--- src/rtl/prim_dispatch.sv ---
// prim_dispatch: draw-command FIFO and scheduler that owns the framebuffer write port.
// Optional feature: define ADDR_CLIP_EN to suppress writes whose address is >= NPIX.

module prim_dispatch #(
  parameter int DEPTH = 4,
  parameter int NPIX  = 307200,
  parameter int AW    = 19,
  parameter int CW    = 8
) (
  input  logic          clk,
  input  logic          rst,
  input  logic          cmd_valid,
  output logic          cmd_ready,
  input  logic [1:0]    cmd_op,
  input  logic [37:0]   cmd_positions,
  input  logic [CW-1:0] cmd_color,
  output logic [37:0]   line_positions,
  output logic          line_select,
  input  logic [AW-1:0] line_address,
  input  logic          line_done,
  output logic [37:0]   circ_positions,
  output logic          circ_select,
  input  logic [AW-1:0] circ_address,
  input  logic          circ_done,
  output logic          fb_wr_en,
  output logic [AW-1:0] fb_address,
  output logic [CW-1:0] fb_color,
  output logic          busy,
  output logic          err_op
);

  localparam int PW   = $clog2(DEPTH);
  localparam int CNTW = $clog2(DEPTH + 1);
  localparam logic [AW-1:0] LAST_PIX = AW'(NPIX - 1);

  typedef enum logic [1:0] {
    OP_LINE  = 2'b00,
    OP_CIRC  = 2'b01,
    OP_CLEAR = 2'b10,
    OP_RSVD  = 2'b11
  } op_t;

  typedef enum logic [2:0] {
    IDLE,
    LOAD,
    RUN_LINE,
    RUN_CIRC,
    RUN_CLR,
    GAP
  } state_t;

  typedef struct packed {
    logic [1:0]    op;
    logic [37:0]   pos;
    logic [CW-1:0] color;
  } cmd_t;

  cmd_t            mem [DEPTH];
  cmd_t            hold;
  logic [PW-1:0]   wr_ptr;
  logic [PW-1:0]   rd_ptr;
  logic [CNTW-1:0] count;
  logic            full;
  logic            empty;
  logic            push;
  logic            pop;

  state_t          state;
  state_t          next_state;
  logic            run_started;
  logic [AW-1:0]   clr_cnt;
  logic            raw_wr;

  // ---------------------------------------------------------------------------
  // Command FIFO
  // ---------------------------------------------------------------------------
  assign full      = (count == CNTW'(DEPTH));
  assign empty     = (count == '0);
  assign cmd_ready = !full;
  assign push      = cmd_valid && !full;
  assign pop       = (state == IDLE) && !empty;

  // NOTE: the storage array has no reset; validity is tracked by count alone,
  // so clearing the payload would only cost flops and reset fan-out.
  always_ff @(posedge clk) begin
    if (push) mem[wr_ptr] <= '{op: cmd_op, pos: cmd_positions, color: cmd_color};
  end

  // NOTE: sequential state is always assigned with <= so every flop samples
  // the pre-edge values, independent of statement order.
  always_ff @(posedge clk or posedge rst) begin
    if (rst) begin
      wr_ptr <= '0;
      rd_ptr <= '0;
      count  <= '0;
    end else begin
      if (push) wr_ptr <= wr_ptr + 1'b1;
      if (pop)  rd_ptr <= rd_ptr + 1'b1;
      case ({push, pop})
        2'b10:   count <= count + 1'b1;
        2'b01:   count <= count - 1'b1;
        default: count <= count;
      endcase
    end
  end

  // Holding registers keep the popped command stable for the engine from LOAD on.
  always_ff @(posedge clk or posedge rst) begin
    if (rst) begin
      hold <= '0;
    end else if (pop) begin
      hold <= mem[rd_ptr];
    end
  end

  // ---------------------------------------------------------------------------
  // Run bookkeeping: engine load-cycle flag and clear sweep counter
  // ---------------------------------------------------------------------------
  always_ff @(posedge clk or posedge rst) begin
    if (rst) begin
      run_started <= 1'b0;
    end else begin
      run_started <= (state == RUN_LINE) || (state == RUN_CIRC);
    end
  end

  always_ff @(posedge clk or posedge rst) begin
    if (rst) begin
      clr_cnt <= '0;
    end else if (state == RUN_CLR) begin
      clr_cnt <= (clr_cnt == LAST_PIX) ? '0 : clr_cnt + 1'b1;
    end
  end

  // ---------------------------------------------------------------------------
  // FSM: state register / next state / outputs
  // ---------------------------------------------------------------------------
  always_ff @(posedge clk or posedge rst) begin
    if (rst) state <= IDLE;
    else     state <= next_state;
  end

  // NOTE: every combinational output gets a default before the case so no
  // path leaves it unassigned, which would otherwise infer a latch.
  always_comb begin
    next_state = state;
    case (state)
      IDLE:     if (!empty) next_state = LOAD;
      LOAD: begin
        case (op_t'(hold.op))
          OP_LINE:  next_state = RUN_LINE;
          OP_CIRC:  next_state = RUN_CIRC;
          OP_CLEAR: next_state = RUN_CLR;
          default:  next_state = GAP;
        endcase
      end
      RUN_LINE: if (line_done) next_state = GAP;
      RUN_CIRC: if (circ_done) next_state = GAP;
      RUN_CLR:  if (clr_cnt == LAST_PIX) next_state = GAP;
      GAP:      next_state = IDLE;
      default:  next_state = IDLE;
    endcase
  end

  always_comb begin
    line_select = 1'b0;
    circ_select = 1'b0;
    raw_wr      = 1'b0;
    fb_address  = '0;
    fb_color    = '0;
    err_op      = 1'b0;
    case (state)
      LOAD:     err_op = (op_t'(hold.op) == OP_RSVD);
      RUN_LINE: begin
        line_select = 1'b1;
        raw_wr      = run_started;
        fb_address  = line_address;
        fb_color    = hold.color;
      end
      RUN_CIRC: begin
        circ_select = 1'b1;
        raw_wr      = run_started;
        fb_address  = circ_address;
        fb_color    = hold.color;
      end
      RUN_CLR: begin
        raw_wr      = 1'b1;
        fb_address  = clr_cnt;
        fb_color    = hold.color;
      end
      default: ;
    endcase
  end

`ifdef ADDR_CLIP_EN
  // Out-of-range engine addresses are dropped; the engine itself still runs to done.
  localparam logic [AW:0] NPIX_EXT = (AW + 1)'(NPIX);
  assign fb_wr_en = raw_wr && ({1'b0, fb_address} < NPIX_EXT);
`else
  assign fb_wr_en = raw_wr;
`endif

  assign line_positions = hold.pos;
  assign circ_positions = hold.pos;
  assign busy           = (state != IDLE) || !empty;

endmodule

--- config.mk ---
export PLATFORM = sky130hd
export DESIGN_NAME = prim_dispatch
export DESIGN_NICKNAME = d
export VERILOG_FILES = /design/src/rtl/prim_dispatch.sv
export SDC_FILE = /design/constraint.sdc
export NUM_CORES = 1
export LEC_CHECK = 0
export BUFFER_PORTS_ARGS = -buffer_cell sky130_fd_sc_hd__buf_2
export CAP_MARGIN = 20
export CORE_MARGIN = 4
export CORE_UTILIZATION = 56
export CTS_CLUSTER_SIZE = 20
export DETAILED_ROUTE_END_ITERATION = 6
export PLACE_DENSITY = 0.8
export SETUP_SLACK_MARGIN = 0.5
export SLEW_MARGIN = 40
export SYNTH_ARGS = -nofsm -noshare
export SYNTH_HDL_FRONTEND = slang
export SYNTH_SLANG_ARGS = --single-unit
--- constraint.sdc ---
create_clock -name clk -period 2.7 [get_ports clk]
set_clock_uncertainty 0.05 [all_clocks]
set_input_delay 0.405 -clock clk [delete_from_list [all_inputs] [get_ports clk]]
set_output_delay 0.405 -clock clk [all_outputs]
set_load 0.05 [all_outputs]
Yosys cells after proc, flatten, opt, wreduce, memory -nomap -nowiden
Memories as Yosys holds them, arrays and structs flattened. A register that Yosys moved wholly into a read port is not among the register bits.
Index checks and enable logic that the tools add are counted.
{ "word_totals": {"register_bits": 30, "word_cells": 57, "ram_bits": 192, "in_bits": 91, "memories": 1, "out_inout_bits": 109} }
{ "memory_table": {"columns": ["memory", "words", "width", "read_ports", "rd_ports_with_merged_regs", "wr", "line_no", "source"], "rows": [
  ["mem", 4, 48, 1, 1, 1, "58", "cmd_t mem [DEPTH];"]
]} }
{ "op_classes": {"n_addsub": 5, "n_reduce_logical": 14, "eq_ne": 15, "n_mux": 16} }
{ "op_table": {"columns": ["operator", "count"], "rows": [
  ["one-hot mux 19 bit (3 select lines)", 1],
  ["adder 19 x 1 -> 19 bit (second input constant)", 1],
  ["equality test 19 bit (second input constant)", 1],
  ["2-to-1 mux 19 bit", 1],
  ["one-hot mux 3 bit (5 select lines)", 1],
  ["2-to-1 mux 3 bit", 4],
  ["one-hot mux 3 bit (3 select lines)", 1],
  ["2-to-1 mux 8 bit", 1],
  ["equality test 2 bit (second input constant)", 3],
  ["equality test 3 x 2 -> 1 bit (second input constant)", 2],
  ["equality test 3 bit (second input constant)", 2],
  ["logical NOT 3 bit", 2],
  ["inequality test 2 bit (second input constant)", 3],
  ["one-hot mux 3 bit (2 select lines)", 1],
  ["2-to-1 mux 1 bit", 5],
  ["adder 2 x 1 -> 2 bit (second input constant)", 2],
  ["equality test 2 x 1 -> 1 bit (second input constant)", 2],
  ["AND reduction 4 bit", 1],
  ["adder 3 x 1 -> 3 bit (second input constant)", 1],
  ["equality test 3 x 1 -> 1 bit (second input constant)", 1],
  ["nonzero test 3 bit", 1],
  ["OR reduction 3 bit", 1],
  ["subtractor 3 x 1 -> 3 bit (second input constant)", 1],
  ["logical AND 1 bit", 2],
  ["7 further kinds", 9]
]} }

Longest topological paths before layout
{ "logic_depth": {"ltp_word": 5, "ltp_mapped": 10, "mapped_depth_nobuf": 10} }

Worst setup path before layout
OpenSTA, ideal clock, no wires.
{ "synth_timing": {"kind": "register to register", "start": "register count[0]", "end": "memory mem[0][0] (netlist bit) (enable)", "required_time_ns": 2.239, "setup_time_ns": 0.411, "stages_incl_launch_ff": 4, "synth_period_minus_slack_ns": 2.616, "slack_ns": 0.084, "path_buffers": 0, "arrival_time_ns": 2.155, "path_cell_list": "dfrtp_1 > inv_1 > nand3_1 > and3_1"} }
{ "synth_via": {"elab_chain_len": 5} }
{ "synth_lines": {"columns": ["element", "line_no", "source"], "rows": [
  ["start: declaration", "62", "logic [CNTW-1:0] count;"],
  ["start signal: assignment", "100", "2'b10: count <= count + 1'b1;"],
  ["start signal: assignment", "101", "2'b01: count <= count - 1'b1;"],
  ["start signal: assignment", "102", "default: count <= count;"],
  ["equality test 3 bit", "77", "assign full = (count == CNTW'(DEPTH));"],
  ["logical NOT 1 bit", null, null],
  ["named net cmd_ready", "13", "output logic cmd_ready,"],
  ["logical AND 1 bit", "80", "assign push = cmd_valid && !full;"],
  ["2-to-1 mux 1 bit", "86", "if (push) mem[wr_ptr] <= '{op: cmd_op, pos: cmd_positions, color: cmd_color};"],
  ["2-to-1 mux 1 bit (not written as such)", "86", null],
  ["end: declaration", "58", null]
]} }
The timed path passes the listed nets, and every way through them passes these cells.

Worst setup path after layout
{ "layout_timing": {"start": "register state[2]", "end": "output port fb_color[7]"} }
{ "layout_via": {"elab_chain_len": 3, "word_cells_on_any_way": 5, "classes_between": "3 x eq/ne; 1 x mux; 1 x reduce/logical"} }
{ "layout_lines": {"columns": ["element", "line_no", "source"], "rows": [
  ["start: declaration", "68", "state_t state;"],
  ["start signal: assignment", "140", "else state <= next_state;"],
  ["equality test 3 x 2 -> 1 bit / equality test 3 bit (equally long branches)", "172", "case (state)"],
  ["OR reduction 3 bit (no line) *", null, null],
  ["2-to-1 mux 8 bit *", "172", null],
  ["end: declaration", "27", "output logic [CW-1:0] fb_color,"]
]} }
Mark *: on every way between the ends. The rest lies on a longest branch, timed or not.

==> impl_metrics.yaml <==
run_status:
  status: "completed"
floorplanning:
  pin_count: 200
  num_rows: 51
  die_y_um: 151
  die_area_um2: 22700
  die_w_um: 151
  fp.coreArea_um2: 19700
  initial_utilization_pct: 57.8
job:
  drv_cap: 0
grt:
  track_usage_pct: 20.6
  grt_overflow: 0
  antenna_found_initial: 4
  grt_pass1_vias: 6695
  grt_pass1_wl_um: 36300
  grt_max_degree: 52
detailed_routing:
  vias: 6167
  highest_layer: "met5"
  viasPerCell: 5.56
  first_pass_iters: 5
  ant_nets: 0
  wl_met3_um: 1740
  remaining_drc_errors: 0
  wl_met1_um: 8780
  drt-initial-drc-count: 372
  routed_wl_um: 23600
  wl_per_cell_um: 21.3
  wl_met2_um: 12600
yosys:
  postSynthCellCount: 671
  yosys.area.top_type: "edfxtp_1"
  ys.flop_type: "edfxtp_1"
  netlist.area_leader.share_pct: 50.6
  synth_area_leaders: "edfxtp_1 (51%), dfrtp_1 (17%), mux4_2 (9.5%), buf_4 (5.0%), mux2_2 (4.7%)"
  synth-seq-cells: 270
  synth_edf_count: 192
  async_reset_ff_share_pct: 28.9
  synth_cell_types: 45
  syn_nets: 769
  yosysSeqAreaShare_pct: 67.8
  yosys_warnings: 0
  syn_area_per_cell_um2: 17.0
  syn-cell-area_um2: 11400
worst_setup_path:
  crit_path_end_kind: "output port"
  crit_fanout: 8
  cp-start-kind: "register"
  cp_slowest_cell: "dfrtp_2"
  cp_cell_sequence: "nor3b_4, buf_4, nor2_4, nor2b_2, buf_6"
  required_ns: 2.25
  max_stage_delay_ns: 0.45
  path_class: "register to output port"
  crit_arrival_ns: 1.86
clock_network:
  clockRootBuffer: "clkbuf_16"
  clk_pin_slew_ns: 0.06
  cts.sinks: 270
  cts-htree-levels: 1
  max-clock-path-buffers: 3
  cts_tree: "built"
  cts_buffers: 26
  clock_latency_ns: 0.51
timing:
  finalCriticalPeriod_ns: 2.31
  worst_pin_slew_ns: 0.607
  finalCritPeriodShare_pct: 85.7
  slew_viol_final: 0
  setup_tns_ns: 0
  final-setup-viol-count: 0
  rsz0062_at_grt: "true"
  finalHoldViolations: 0
  maxSlewHeadroom_pct: 59.2
  fmaxAchievable_mhz: 432
power_and_ir_drop:
  p_int_uw: 10700
  combPwrFrac_pct: 42.9
  p_per_area_nw_per_um2: 1300
  power_leakage_uw: 0.00531
  clkPwrFrac_pct: 21.4
  switching_share_pct: 39.3
  p_switching_uw: 6960
  peakVddDrop_uv: 745
  power_frac_seq_pct: 35.8
layout:
  final_common_cell: "edfxtp_1"
  num-fill-cells: 1243
  area_growth_pct: 19.7
  most-common-layout-cells: "edfxtp_1 (192), buf_2 (169), dfrtp_1 (73)"
  drive_above_1_share_pct: 49.6
  nNetsFinal: 921
  fin_cells: 1109
placed_design:
  dp_cells: 1045
  gp_congestion: 0.796
  port_buffers: 199
  dp.final_hpwl_um: 14600
min_path:
  min_path_type: "primary input to register"
## stage by stage
stage / cell area, um2 / total power, uW / utilization, % / hold WS, ns / setup slack (ns)
after floorplan: 11500 / 12600 / - / 0.411 / 0.333
after global placement: 12300 / 13300 / 62.3 / 0.432 / 0.590
after detailed placement: 12300 / 13600 / 62.3 / 0.436 / 0.535
after CTS: 13500 / 17700 / 68.6 / 0.0363 / 0.380
after global routing: 13600 / 18500 / 69.1 / 0.0402 / 0.304
final: 13600 / 17700 / 69.1 / 0.0627 / 0.386
## power by group through the flow
| stage | clock network (uW) | registers, uW | logic [uW] |
|---|---|---|---|
| 6_report | 3780 | 6320 | 7580 |
| 5_1_grt | 4050 | 6440 | 7980 |
| 3_5_place_dp | 0 | 6460 | 7120 |
| 2_1_floorplan | 0 | 6020 | 6630 |
| 3_3_place_gp | 0 | 6360 | 6940 |
| 4_1_cts | 3870 | 6390 | 7490 |
## routing by layer
layer,up-vias,track usage [%]
li1,2767,-
met1,3117,25.6
met2,237,37.4
met3,42,4.03
met4,4,5.08
met5,-,0
## layout make-up
class,count,area [um2],area share (%)
multi-input cells,284,3060,22.5
flip-flops and latches,270,7730,56.7
clock inverters,10,170,1.25
repair buffers,228,1550,11.4
clock buffers,37,733,5.38
diodes,2,5.00,0.0367
inverters,13,52.6,0.386
well taps,265,332,2.43
## worst paths after layout
check	start	end	slack (ns)	cells after the start
setup / recovery	state[2]	fb_color[7]	0.39	5
hold / removal	cmd_op[0]	mem[1][46]	0.06	1
setup reg to reg	state[2]	count[2]	0.49	9
hold reg to reg	clr_cnt[18]	clr_cnt[18]	0.47	1
max in group asynchronous	rst	circ_positions[2]	1.58	5
min in group asynchronous	rst	circ_positions[30]	0.32	3
## critical path: cells and delay by family (launching register included)
kind / cells / cell delay (ns)
buffers and inverters: 2 / 0.31
DFF: 1 / 0.45
and+or+nand+nor: 3 / 0.57
## synth_stat cells (11+ instances only)
cell / number
nand2_1: 33
mux2i_1: 21
nor2_1: 11
buf_2: 12
mux2_2: 48
xnor2_1: 11
buf_4: 76
dfrtp_1: 78
mux4_2: 48
o21ai_0: 22
edfxtp_1: 192
inv_1: 13
## flip-flops by register name (all words and copies together) (netlist names)
| register | flops |
|---|---|
| rd_ptr | 2 |
| state | 3 |
| clr_cnt | 19 |
| mem | 192 |
| run_started | 1 |
| wr_ptr | 2 |
| hold | 10 |
| count | 3 |
| circ_positions | 38 |
## cell families after synthesis
group / count (synthesis) / share of synthesized area [%]
fa+ha+maj: 7 / 0.835
mux: 117 / 16.1
buf+inv: 117 / 6.97
flops: 270 / 67.8
simple gates: 104 / 5.10
xor+xnor: 18 / 1.38
compound gates: 38 / 1.86
## repair_timing
action / in CTS / in global routing
hold buffers: 1 / 0
endpoints found under the setup margin: 31 / 79
setup buffers: 6 / 5
resized for setup: 83 / 9
cloned: 2 / 0
pin swaps: 4 / 2
endpoints found under the hold margin: 30 / 0
No activity file was read; power rests on OpenSTA's default activity.
